<file path="src/rtl/wb_pwm_multi.sv">
// Multi-channel Wishbone PWM slave: one shared prescaled period counter (edge or center
// aligned), shadowed period/duty registers, period-end IRQ and a duty-refresh watchdog.
module wb_pwm_multi #(
  parameter int unsigned N_CH  = 4,
  parameter int unsigned CNT_W = 16,
  parameter int unsigned PRE_W = 8,
  parameter int unsigned WDT_W = 24
) (
  input  logic            clk,
  input  logic            rst_n,
  input  logic [31:0]     wb_adr_i,
  input  logic [31:0]     wb_dat_i,
  output logic [31:0]     wb_dat_o,
  input  logic [3:0]      wb_sel_i,
  input  logic            wb_stb_i,
  input  logic            wb_cyc_i,
  input  logic            wb_we_i,
  output logic            wb_ack_o,
  output logic [N_CH-1:0] pwm_o,
  output logic            intr,
  output logic            failsafe_o
);

  localparam logic [CNT_W-1:0] CntOne = {{(CNT_W-1){1'b0}}, 1'b1};
  localparam logic [PRE_W-1:0] PreOne = {{(PRE_W-1){1'b0}}, 1'b1};
  localparam logic [WDT_W-1:0] WdtOne = {{(WDT_W-1){1'b0}}, 1'b1};

  logic                ack_q;
  logic [31:0]         dat_q, dat_d, rdata, be_mask;
  logic [3:0]          ctrl_q, ctrl_d;
  logic [PRE_W-1:0]    prescale_q, prescale_d, pre_cnt_q, pre_cnt_d;
  logic [CNT_W-1:0]    period_sh_q, period_sh_d, period_act_q, period_act_d;
  logic [CNT_W-1:0]    count_q, count_d;
  logic [CNT_W-1:0]    duty_sh_q [N_CH];
  logic [CNT_W-1:0]    duty_sh_d [N_CH];
  logic [CNT_W-1:0]    duty_act_q [N_CH];
  logic [CNT_W-1:0]    duty_act_d [N_CH];
  logic                irq_pend_q, irq_pend_d, failsafe_q, failsafe_d, dir_q, dir_d;
  logic [WDT_W-1:0]    wdt_reload_q, wdt_reload_d, wdt_cnt_q, wdt_cnt_d;
  logic [N_CH-1:0]     pwm_q, pwm_d;

  logic       acc, wr, is_duty, wr_duty, irq_clr, fs_clr, wdt_load, trip, tick, boundary;
  logic       en, center, irq_en, inv;
  logic [5:0] widx;
  logic [3:0] dch;
  logic       unused_bits;

  assign en     = ctrl_q[0];
  assign center = ctrl_q[1];
  assign irq_en = ctrl_q[2];
  assign inv    = ctrl_q[3];

  // Data is captured on the same edge that raises ack, so only the first strobe cycle counts.
  assign acc     = wb_stb_i & wb_cyc_i & ~ack_q;
  assign wr      = acc & wb_we_i;
  assign widx    = wb_adr_i[7:2];
  assign dch     = widx[3:0];
  assign is_duty = (widx[5:4] == 2'b01) && (32'(dch) < N_CH);
  assign wr_duty = wr & is_duty;
  assign irq_clr = wr && (widx == 6'd3) && wb_sel_i[0] && wb_dat_i[0];
  assign fs_clr  = wr && (widx == 6'd3) && wb_sel_i[0] && wb_dat_i[1];
  assign be_mask = {{8{wb_sel_i[3]}}, {8{wb_sel_i[2]}}, {8{wb_sel_i[1]}}, {8{wb_sel_i[0]}}};
  assign unused_bits = ^{wb_adr_i[31:8], wb_adr_i[1:0], wb_dat_i, be_mask};

  always_comb begin
    ctrl_d       = ctrl_q;
    prescale_d   = prescale_q;
    period_sh_d  = period_sh_q;
    wdt_reload_d = wdt_reload_q;
    if (wr && widx == 6'd0) begin
      ctrl_d = (ctrl_q & ~be_mask[3:0]) | (wb_dat_i[3:0] & be_mask[3:0]);
    end
    if (wr && widx == 6'd1) begin
      prescale_d = (prescale_q & ~be_mask[PRE_W-1:0]) | (wb_dat_i[PRE_W-1:0] & be_mask[PRE_W-1:0]);
    end
    if (wr && widx == 6'd2) begin
      period_sh_d = (period_sh_q & ~be_mask[CNT_W-1:0]) |
                    (wb_dat_i[CNT_W-1:0] & be_mask[CNT_W-1:0]);
    end
    if (wr && widx == 6'd4) begin
      wdt_reload_d = (wdt_reload_q & ~be_mask[WDT_W-1:0]) |
                     (wb_dat_i[WDT_W-1:0] & be_mask[WDT_W-1:0]);
    end
    for (int i = 0; i < N_CH; i++) begin
      duty_sh_d[i] = duty_sh_q[i];
      if (wr_duty && dch == i[3:0]) begin
        duty_sh_d[i] = (duty_sh_q[i] & ~be_mask[CNT_W-1:0]) |
                       (wb_dat_i[CNT_W-1:0] & be_mask[CNT_W-1:0]);
      end
    end
  end

  always_comb begin
    rdata = '0;
    case (widx)
      6'd0:    rdata = 32'(ctrl_q);
      6'd1:    rdata = 32'(prescale_q);
      6'd2:    rdata = 32'(period_sh_q);
      6'd3:    rdata = {30'b0, failsafe_q, irq_pend_q};
      6'd4:    rdata = 32'(wdt_reload_q);
      6'd5:    rdata = 32'(count_q);
      default: rdata = '0;
    endcase
    for (int i = 0; i < N_CH; i++) begin
      if (is_duty && dch == i[3:0]) rdata = 32'(duty_sh_q[i]);
    end
    dat_d = acc ? rdata : dat_q;
  end

  // Shared counter: edge mode wraps after PERIOD, center mode bounces between PERIOD and 0.
  always_comb begin
    pre_cnt_d = pre_cnt_q;
    count_d   = count_q;
    dir_d     = dir_q;
    tick      = en && (pre_cnt_q == prescale_q);
    boundary  = 1'b0;
    if (!en) begin
      pre_cnt_d = '0;
      count_d   = '0;
      dir_d     = 1'b0;
    end else begin
      pre_cnt_d = tick ? '0 : pre_cnt_q + PreOne;
      if (tick) begin
        if (!center) begin
          dir_d = 1'b0;
          if (count_q >= period_act_q) begin
            count_d  = '0;
            boundary = 1'b1;
          end else begin
            count_d = count_q + CntOne;
          end
        end else if (!dir_q) begin
          if (count_q < period_act_q) begin
            count_d = count_q + CntOne;
          end else if (period_act_q <= CntOne) begin
            count_d  = '0;
            boundary = 1'b1;
          end else begin
            count_d = count_q - CntOne;
            dir_d   = 1'b1;
          end
        end else if (count_q <= CntOne) begin
          count_d  = '0;
          dir_d    = 1'b0;
          boundary = 1'b1;
        end else begin
          count_d = count_q - CntOne;
        end
      end
    end
    period_act_d = (!en || boundary) ? period_sh_q : period_act_q;
    for (int i = 0; i < N_CH; i++) begin
      duty_act_d[i] = (!en || boundary) ? duty_sh_q[i] : duty_act_q[i];
    end
  end

  // A reload on the expiry edge wins, so a timely duty refresh never trips the failsafe.
  always_comb begin
    wdt_load   = wr_duty || (wr && widx == 6'd4) || fs_clr;
    trip       = !wdt_load && (wdt_reload_q != '0) && (wdt_cnt_q == WdtOne);
    wdt_cnt_d  = wdt_cnt_q;
    if (wdt_load) begin
      wdt_cnt_d = wdt_reload_d;
    end else if (wdt_cnt_q != '0 && wdt_reload_q != '0) begin
      wdt_cnt_d = wdt_cnt_q - WdtOne;
    end
    failsafe_d = trip || (failsafe_q && !fs_clr);
    irq_pend_d = boundary || (irq_pend_q && !irq_clr);
    for (int i = 0; i < N_CH; i++) begin
      pwm_d[i] = (en && !failsafe_q) ? ((count_q < duty_act_q[i]) ^ inv) : inv;
    end
  end

  always_ff @(posedge clk or negedge rst_n) begin
    if (!rst_n) begin
      ack_q        <= 1'b0;
      dat_q        <= '0;
      ctrl_q       <= '0;
      prescale_q   <= '0;
      pre_cnt_q    <= '0;
      period_sh_q  <= '0;
      period_act_q <= '0;
      count_q      <= '0;
      dir_q        <= 1'b0;
      irq_pend_q   <= 1'b0;
      failsafe_q   <= 1'b0;
      wdt_reload_q <= '0;
      wdt_cnt_q    <= '0;
      pwm_q        <= '0;
      for (int i = 0; i < N_CH; i++) begin
        duty_sh_q[i]  <= '0;
        duty_act_q[i] <= '0;
      end
    end else begin
      ack_q        <= acc;
      dat_q        <= dat_d;
      ctrl_q       <= ctrl_d;
      prescale_q   <= prescale_d;
      pre_cnt_q    <= pre_cnt_d;
      period_sh_q  <= period_sh_d;
      period_act_q <= period_act_d;
      count_q      <= count_d;
      dir_q        <= dir_d;
      irq_pend_q   <= irq_pend_d;
      failsafe_q   <= failsafe_d;
      wdt_reload_q <= wdt_reload_d;
      wdt_cnt_q    <= wdt_cnt_d;
      pwm_q        <= pwm_d;
      for (int i = 0; i < N_CH; i++) begin
        duty_sh_q[i]  <= duty_sh_d[i];
        duty_act_q[i] <= duty_act_d[i];
      end
    end
  end

  assign wb_ack_o   = ack_q;
  assign wb_dat_o   = dat_q;
  assign pwm_o      = pwm_q;
  assign intr       = irq_pend_q & irq_en;
  assign failsafe_o = failsafe_q;

endmodule

</file>
<file path="config.mk">
export PLATFORM = sky130hd
export DESIGN_NAME = wb_pwm_multi
export DESIGN_NICKNAME = d
export VERILOG_FILES = /design/src/rtl/wb_pwm_multi.sv
export SDC_FILE = /design/constraint.sdc
export NUM_CORES = 1
export LEC_CHECK = 0
export CAP_MARGIN = 20
export CORE_UTILIZATION = 64
export DETAILED_ROUTE_END_ITERATION = 8
export PLACE_DENSITY = 0.86
export SETUP_SLACK_MARGIN = 0.02
export SLEW_MARGIN = 40
export SYNTH_ARGS = -nofsm -noshare
export SYNTH_HDL_FRONTEND = slang
export SYNTH_SLANG_ARGS = --single-unit
</file>
<file path="constraint.sdc">
create_clock -name clk -period 5.4 [get_ports clk]
set_input_delay 1.62 -clock clk [delete_from_list [all_inputs] [get_ports clk]]
set_output_delay 1.62 -clock clk [all_outputs]
set_load 0.05 [all_outputs]
</file>
==> results of run 1 <==
## per-stage QoR
stage | utilization (%) | instances
detailed placement | 70.5 | 1754
global placement | 70.5 | 1754
CTS | 74.4 | 1802
finish | 74.6 | 1803
floorplan | - | 1421
global route | 74.6 | 1803
## cells in the final DEF (no fill, tap or decap), drive strengths merged, types with 42 or more instances in the layout
cell and n:
ha 82, o21ai 55, clkdlybuf4s50 66, nand2 72, inv 92, dfrtp 276
clkbuf 42, nor2 99, a21oi 62, mux2 199
## cell usage after synthesis (all sizes together) (23+ instances only)
cell	number
mux2i	23
xor2	28
dfrtp	276
nand2	72
nand3	37
nor2	99
mux2	199
a21oi	62
ha	82
o21ai	55
inv	91
nor3	26
clkbuf	59
## worst min-delay path, cell delays in order (launching register included)
cell     delay (ps)
dfrtp_1         340
nand2_1          50
o21ai_0          60
## cell type report
type	count	area [µm²]
clock buffers	42	845
flip-flops and latches	276	6910
fillers	1409	5820
multi-input cells	977	7600
well taps	313	392
repair buffers	98	951
inverters	91	342
clock inverters	6	58.8
## logic make-up (layout without fill, tap and decap cells)
family,count (synthesis),in the layout
and+or+nand+nor,348,348
DFF,276,276
AOI/OAI and AO/OA,265,265
muxes,226,226
buffers and inverters,168,237
adders and majority gates,82,82
xor gates and xnor gates,48,48
other,1,8
## per-layer routing
metal | vias up | GRT usage [%] | wire, µm
li1 | 5231 | - | -
met1 | 5956 | 44.8 | 16000
met2 | 656 | 57.6 | 19700
met3 | 170 | 6.75 | 3580
met4 | 0 | 15.8 | 1900
met5 | - | 0 | 0
## worst max path at each step
stage,startpoint,endpoint,slack (ps)
floorplan,wb_stb_i,wdt_cnt_q[10],1860
global placement,wb_stb_i,wdt_cnt_q[15],1050
detailed placement,wb_cyc_i,wdt_cnt_q[11],960
CTS,wb_cyc_i,wdt_cnt_q[1],1490
global route,wb_cyc_i,wdt_cnt_q[1],1280
finish,wb_adr_i[5],wb_dat_o[7],1470
## where the power goes
| part | switching, mW | internal [mW] | total [mW] |
|---|---|---|---|
| clock | 0.813 | 1.12 | 1.93 |
| combinational | 0.350 | 0.215 | 0.565 |
| sequential | 0.0977 | 2.17 | 2.26 |
| total | 1.26 | 3.50 | 4.76 |
==> qor.csv, run 1 <==
metric,value,unit
status,"finished, final reports clean",
Mapped Area,15100,µm²
Worst slew margin,46.7,%
DRC viols,0,
quantity of gates resized following cts,0,
Area contributors post-synth,"dfrtp_1 46%, mux2_2 8.9%, ha_1 6.8%, mux2_1 5.9%, nor2_1 2.5%",
highest clock rate,255,MHz
Hold Path Class,register to register,
DRT antenna net count,0,
Final #Nets,1628,
Die Area,24300,µm²
via count,12013,
die span in y,156,µm
average cell area after synthesis,10.7,µm²
Post-synth top flop,dfrtp_1,
post-place setup slack,962,ps
largest net degree at the start of global routing,116,
WP depth,8,
gr ovfl total,0,
r2r setup slk,1920,ps
setup violation total in the final timing report,0,
data arrival time of the critical path,4340,ps
CTS Hold Bufs,0,
routability cong.,0.931,
slowest cell on the critical path,nor3_1,
"FF+latch count, synth",276,
Port-buffer cells,68,
Clock Sinks,276,
core area,22900,µm²
DR pass1 iterations,6,
worst-case reg-to-reg path depth,9,
leading area contributor after synthesis,dfrtp_1,
RSZ-0062 raised after global routing,no,
I/O pin cnt,112,
1st-iter DRT viols,969,
top cell type's share of synthesized area,45.6,%
Worst Path Required,5810,ps
# diodes,0,
Layout Cell Area excl Fill,17100,µm²
clock slew at reported path FFs,60,ps
fin worst setup slack,1470,ps
Post-synth ARST share,100,%
worst hold slack,480,ps
worst-path fanout max,13,
TritonCTS buffer count,29,
Crit Reg-Reg Startpoint,count_q[15],
post-synthesis mux area share,16.9,%
critical path type,input port to register,
Longest Clk Path Bufs,3,
adder-cell share of the synthesized area,6.78,%
Max Cap Viol,0,
Clk Tree Root Cell,clkbuf_16,
Tightest Pin Transition,792,ps
initial antenna violation count,1,
Yosys warning count,0,
area delta synth->final,12.9,%
r2r endpoint,period_act_q[14],
Tot Pwr,4.76,mW
pwr dens,279,nW/µm²
DP Area,16200,µm²
Routed WL,41100,µm
Cell Rows,55,
Die Span X,156,µm
Initial Utilization,66.1,%
Post-synth EDFFs,0,
Startpoint Class,input port,
vias in the first global route,12118,
post-synthesis simple-gate area fraction,11.5,%
Setup crit end kind,register,
leak pwr,8.00,nW
sequential fraction of the synthesis area,45.6,%
number of library cell types mapped by synthesis,73,
Buf/Inv on CP,1,
crit-path leading delay family,simple AND/OR/NAND/NOR gates,
Worst Hold Depth,2,
Hold Crit Endpoint,wb_dat_o[4],
post-route clock period utilization,72.7,%
Slew Limit Fails,0,
Crit path largest cell delay,490,ps
Post-Synth XOR/XNOR Area,2.78,%
CP Cell Sequence,clkdlybuf4s50_1 > nor3_1 > and2_1 > nand2_1 > nor2_1 > a21oi_1 > a221oi_1 > o21ai_0,
combinational family with the most area after synthesis,multiplexers,
layout cells sized above 1,14.3,%
first-pass GRT wire length,65300,µm
H-tree lvl count,1,
WL per Instance,22.8,µm
Cells after Synth,1414,
vias per cell,6.66,
Setup Buffers After CTS,0,
Final Critical Period,3930,ps
Tot GR Track Use,34.9,%
final hold vios,0,
TritonCTS clock tree,built,
hpwl dp,27900,µm
VDD IR max,0.302,mV
Worst Skew,9.47,ps
Hold Path Origin,wb_dat_o[4],
post-synthesis compound-gate area fraction,11.9,%
Worst-Skew Late Latency,560,ps
setup tns final,0,ps
Power figures use the tool's default switching activity.
==> run 2: changes to the inputs <==
--- a/config.mk
+++ b/config.mk
@@ -6,9 +6,9 @@
 export NUM_CORES = 1
 export LEC_CHECK = 0
 export CAP_MARGIN = 20
-export CORE_UTILIZATION = 64
+export CORE_UTILIZATION = 54
 export DETAILED_ROUTE_END_ITERATION = 8
-export PLACE_DENSITY = 0.86
+export PLACE_DENSITY = 0.77
 export SETUP_SLACK_MARGIN = 0.02
 export SLEW_MARGIN = 40
 export SYNTH_ARGS = -nofsm -noshare
==> constraint.sdc (replaced) <==
create_clock -name clk -period 3.35 [get_ports clk]
set_input_delay 1.005 -clock clk [delete_from_list [all_inputs] [get_ports clk]]
set_output_delay 1.005 -clock clk [all_outputs]
set_load 0.05 [all_outputs]
==> run 2 against run 1 <==
Against the previous run: wire length is 2.6% lower; power is 67% higher; first-iteration DRC count fell by 14%; clock skew up 0.99 ps; setup slack worse by 1200 ps; combinational power rose by 64%; hold slack lost 70 ps; utilization decreased by 9.7 points; register-to-register slack lost 1700 ps; critical path depth up 3; non-clock buffer count rose by 46; critical endpoint is now count_q[8].
==> qor.csv, run 2 (same netlist as run 1, synthesis figures left out) <==
metric,value,unit
I/O pin cnt,112,
largest net degree at the start of global routing,69,
area delta synth->final,16.7,%
TritonCTS clock tree,built,
layout cells sized above 1,17.2,%
status,"finished, final reports clean",
initial antenna violation count,0,
Die Span X,169,µm
Cell Rows,60,
VDD IR max,0.486,mV
Worst slew margin,53.4,%
pwr dens,451,nW/µm²
Layout Cell Area excl Fill,17700,µm²
1st-iter DRT viols,833,
vias in the first global route,12165,
Hold Path Class,input port to asynchronous set/reset pin,
H-tree lvl count,1,
CTS Hold Bufs,0,
fin worst setup slack,241,ps
worst-case reg-to-reg path depth,11,
data arrival time of the critical path,3590,ps
critical path type,register to register,
Crit Reg-Reg Startpoint,period_act_q[3],
RSZ-0062 raised after global routing,no,
routability cong.,0.909,
DR pass1 iterations,5,
placed cell count,1860,
r2r endpoint,count_q[8],
quantity of gates resized following cts,0,
worst hold slack,410,ps
gr ovfl total,0,
Clk Tree Root Cell,clkbuf_16,
Longest Clk Path Bufs,3,
DRT antenna net count,0,
Tot GR Track Use,29.0,%
Setup Buffers After CTS,0,
Tightest Pin Transition,692,ps
die span in y,169,µm
DRC viols,0,
core area,27300,µm²
setup violation total in the final timing report,0,
setup tns final,0,ps
Layout Utilization,64.8,%
WL per Instance,20.9,µm
Fillers,2077,
highest clock rate,322,MHz
vias per cell,6.16,
"leading cell types in the layout, fill and taps excluded","276 x dfrtp_1, 120 x mux2_2, 99 x nor2_1",
fin cells,1913,
Worst Path Required,3840,ps
Slew Limit Fails,0,
Setup crit end kind,register,
post-place setup slack,55.9,ps
via count,11781,
Worst-Skew Late Latency,550,ps
Worst Skew,10.5,ps
Tot Pwr,7.96,mW
TritonCTS buffer count,29,
Clock Sinks,276,
Final #Nets,1674,
worst-path fanout max,11,
Routed WL,40100,µm
r2r setup slk,240,ps
clock slew at reported path FFs,60,ps
Initial Utilization,55.6,%
hpwl dp,29500,µm
Startpoint Class,register,
Port-buffer cells,68,
"commonest non-fill, non-tap cell in the layout",dfrtp_1,
Max Cap Viol,0,
DP Area,16700,µm²
# diodes,0,
first-pass GRT wire length,65100,µm
post-route clock period utilization,92.8,%
Final Critical Period,3110,ps
final hold vios,0,
leak pwr,8.31,nW
Die Area,28700,µm²
[run 2: cell types whose count changed in the layout (fill, tap and decap cells not counted), moves of 2 or more]
cell	change
buf_4	+41
buf_12	+6
bufinv_16	+4
clkbuf_1	-4
clkinv_2	+4
clkbuf_8	-3
clkinv_4	+2
clkinvlp_4	+2
[run 2: layout make-up]
| class | instances | area [µm²] | share of cell area [%] |
|---|---|---|---|
| Clock buffer | 35 | 788 | 4.46 |
| Clock inverter | 18 | 231 | 1.31 |
| Inverter | 91 | 342 | 1.93 |
| Multi-Input combinational cell | 977 | 7590 | 42.9 |
| Sequential cell | 276 | 6910 | 39.1 |
| Tap cell | 372 | 465 | 2.63 |
| Timing Repair Buffer | 144 | 1350 | 7.65 |
[run 2: critical path, cell delays in order, from the launching register on]
cell,delay [ps]
dfrtp_1,360
inv_1,60
ha_1,340
a21oi_1,170
a31oi_1,150
o31a_1,340
buf_4,160
or4b_1,610
buf_4,230
or3_1,350
o211ai_1,110
o211a_1,180
[run 2: worst max path at each step]
stage	start	endpoint	slack (ps)
after floorplan	wb_stb_i	wdt_cnt_q[10]	430
after global placement	wb_adr_i[5]	wdt_cnt_q[0]	100
after detailed placement	wb_adr_i[5]	wdt_cnt_q[1]	60
after CTS	period_act_q[5]	count_q[8]	260
after global routing	period_act_q[7]	count_q[8]	30
final	period_act_q[3]	count_q[8]	240
[run 2: layer usage]
layer	track usage [%]	up-vias	wire length, µm	part of all wire (%)
met5	0	-	0	0
met4	11.2	0	1420	3.6
met3	4.43	109	2480	6.2
met2	49.8	425	19800	49
met1	36.9	5908	16300	41
li1	-	5339	-	-
[run 2: where the power goes]
part | internal [mW] | switching (mW)
Sequential | 3.49 | 0.146
Clock | 2.06 | 1.34
Combinational | 0.374 | 0.553
Total | 5.93 | 2.04
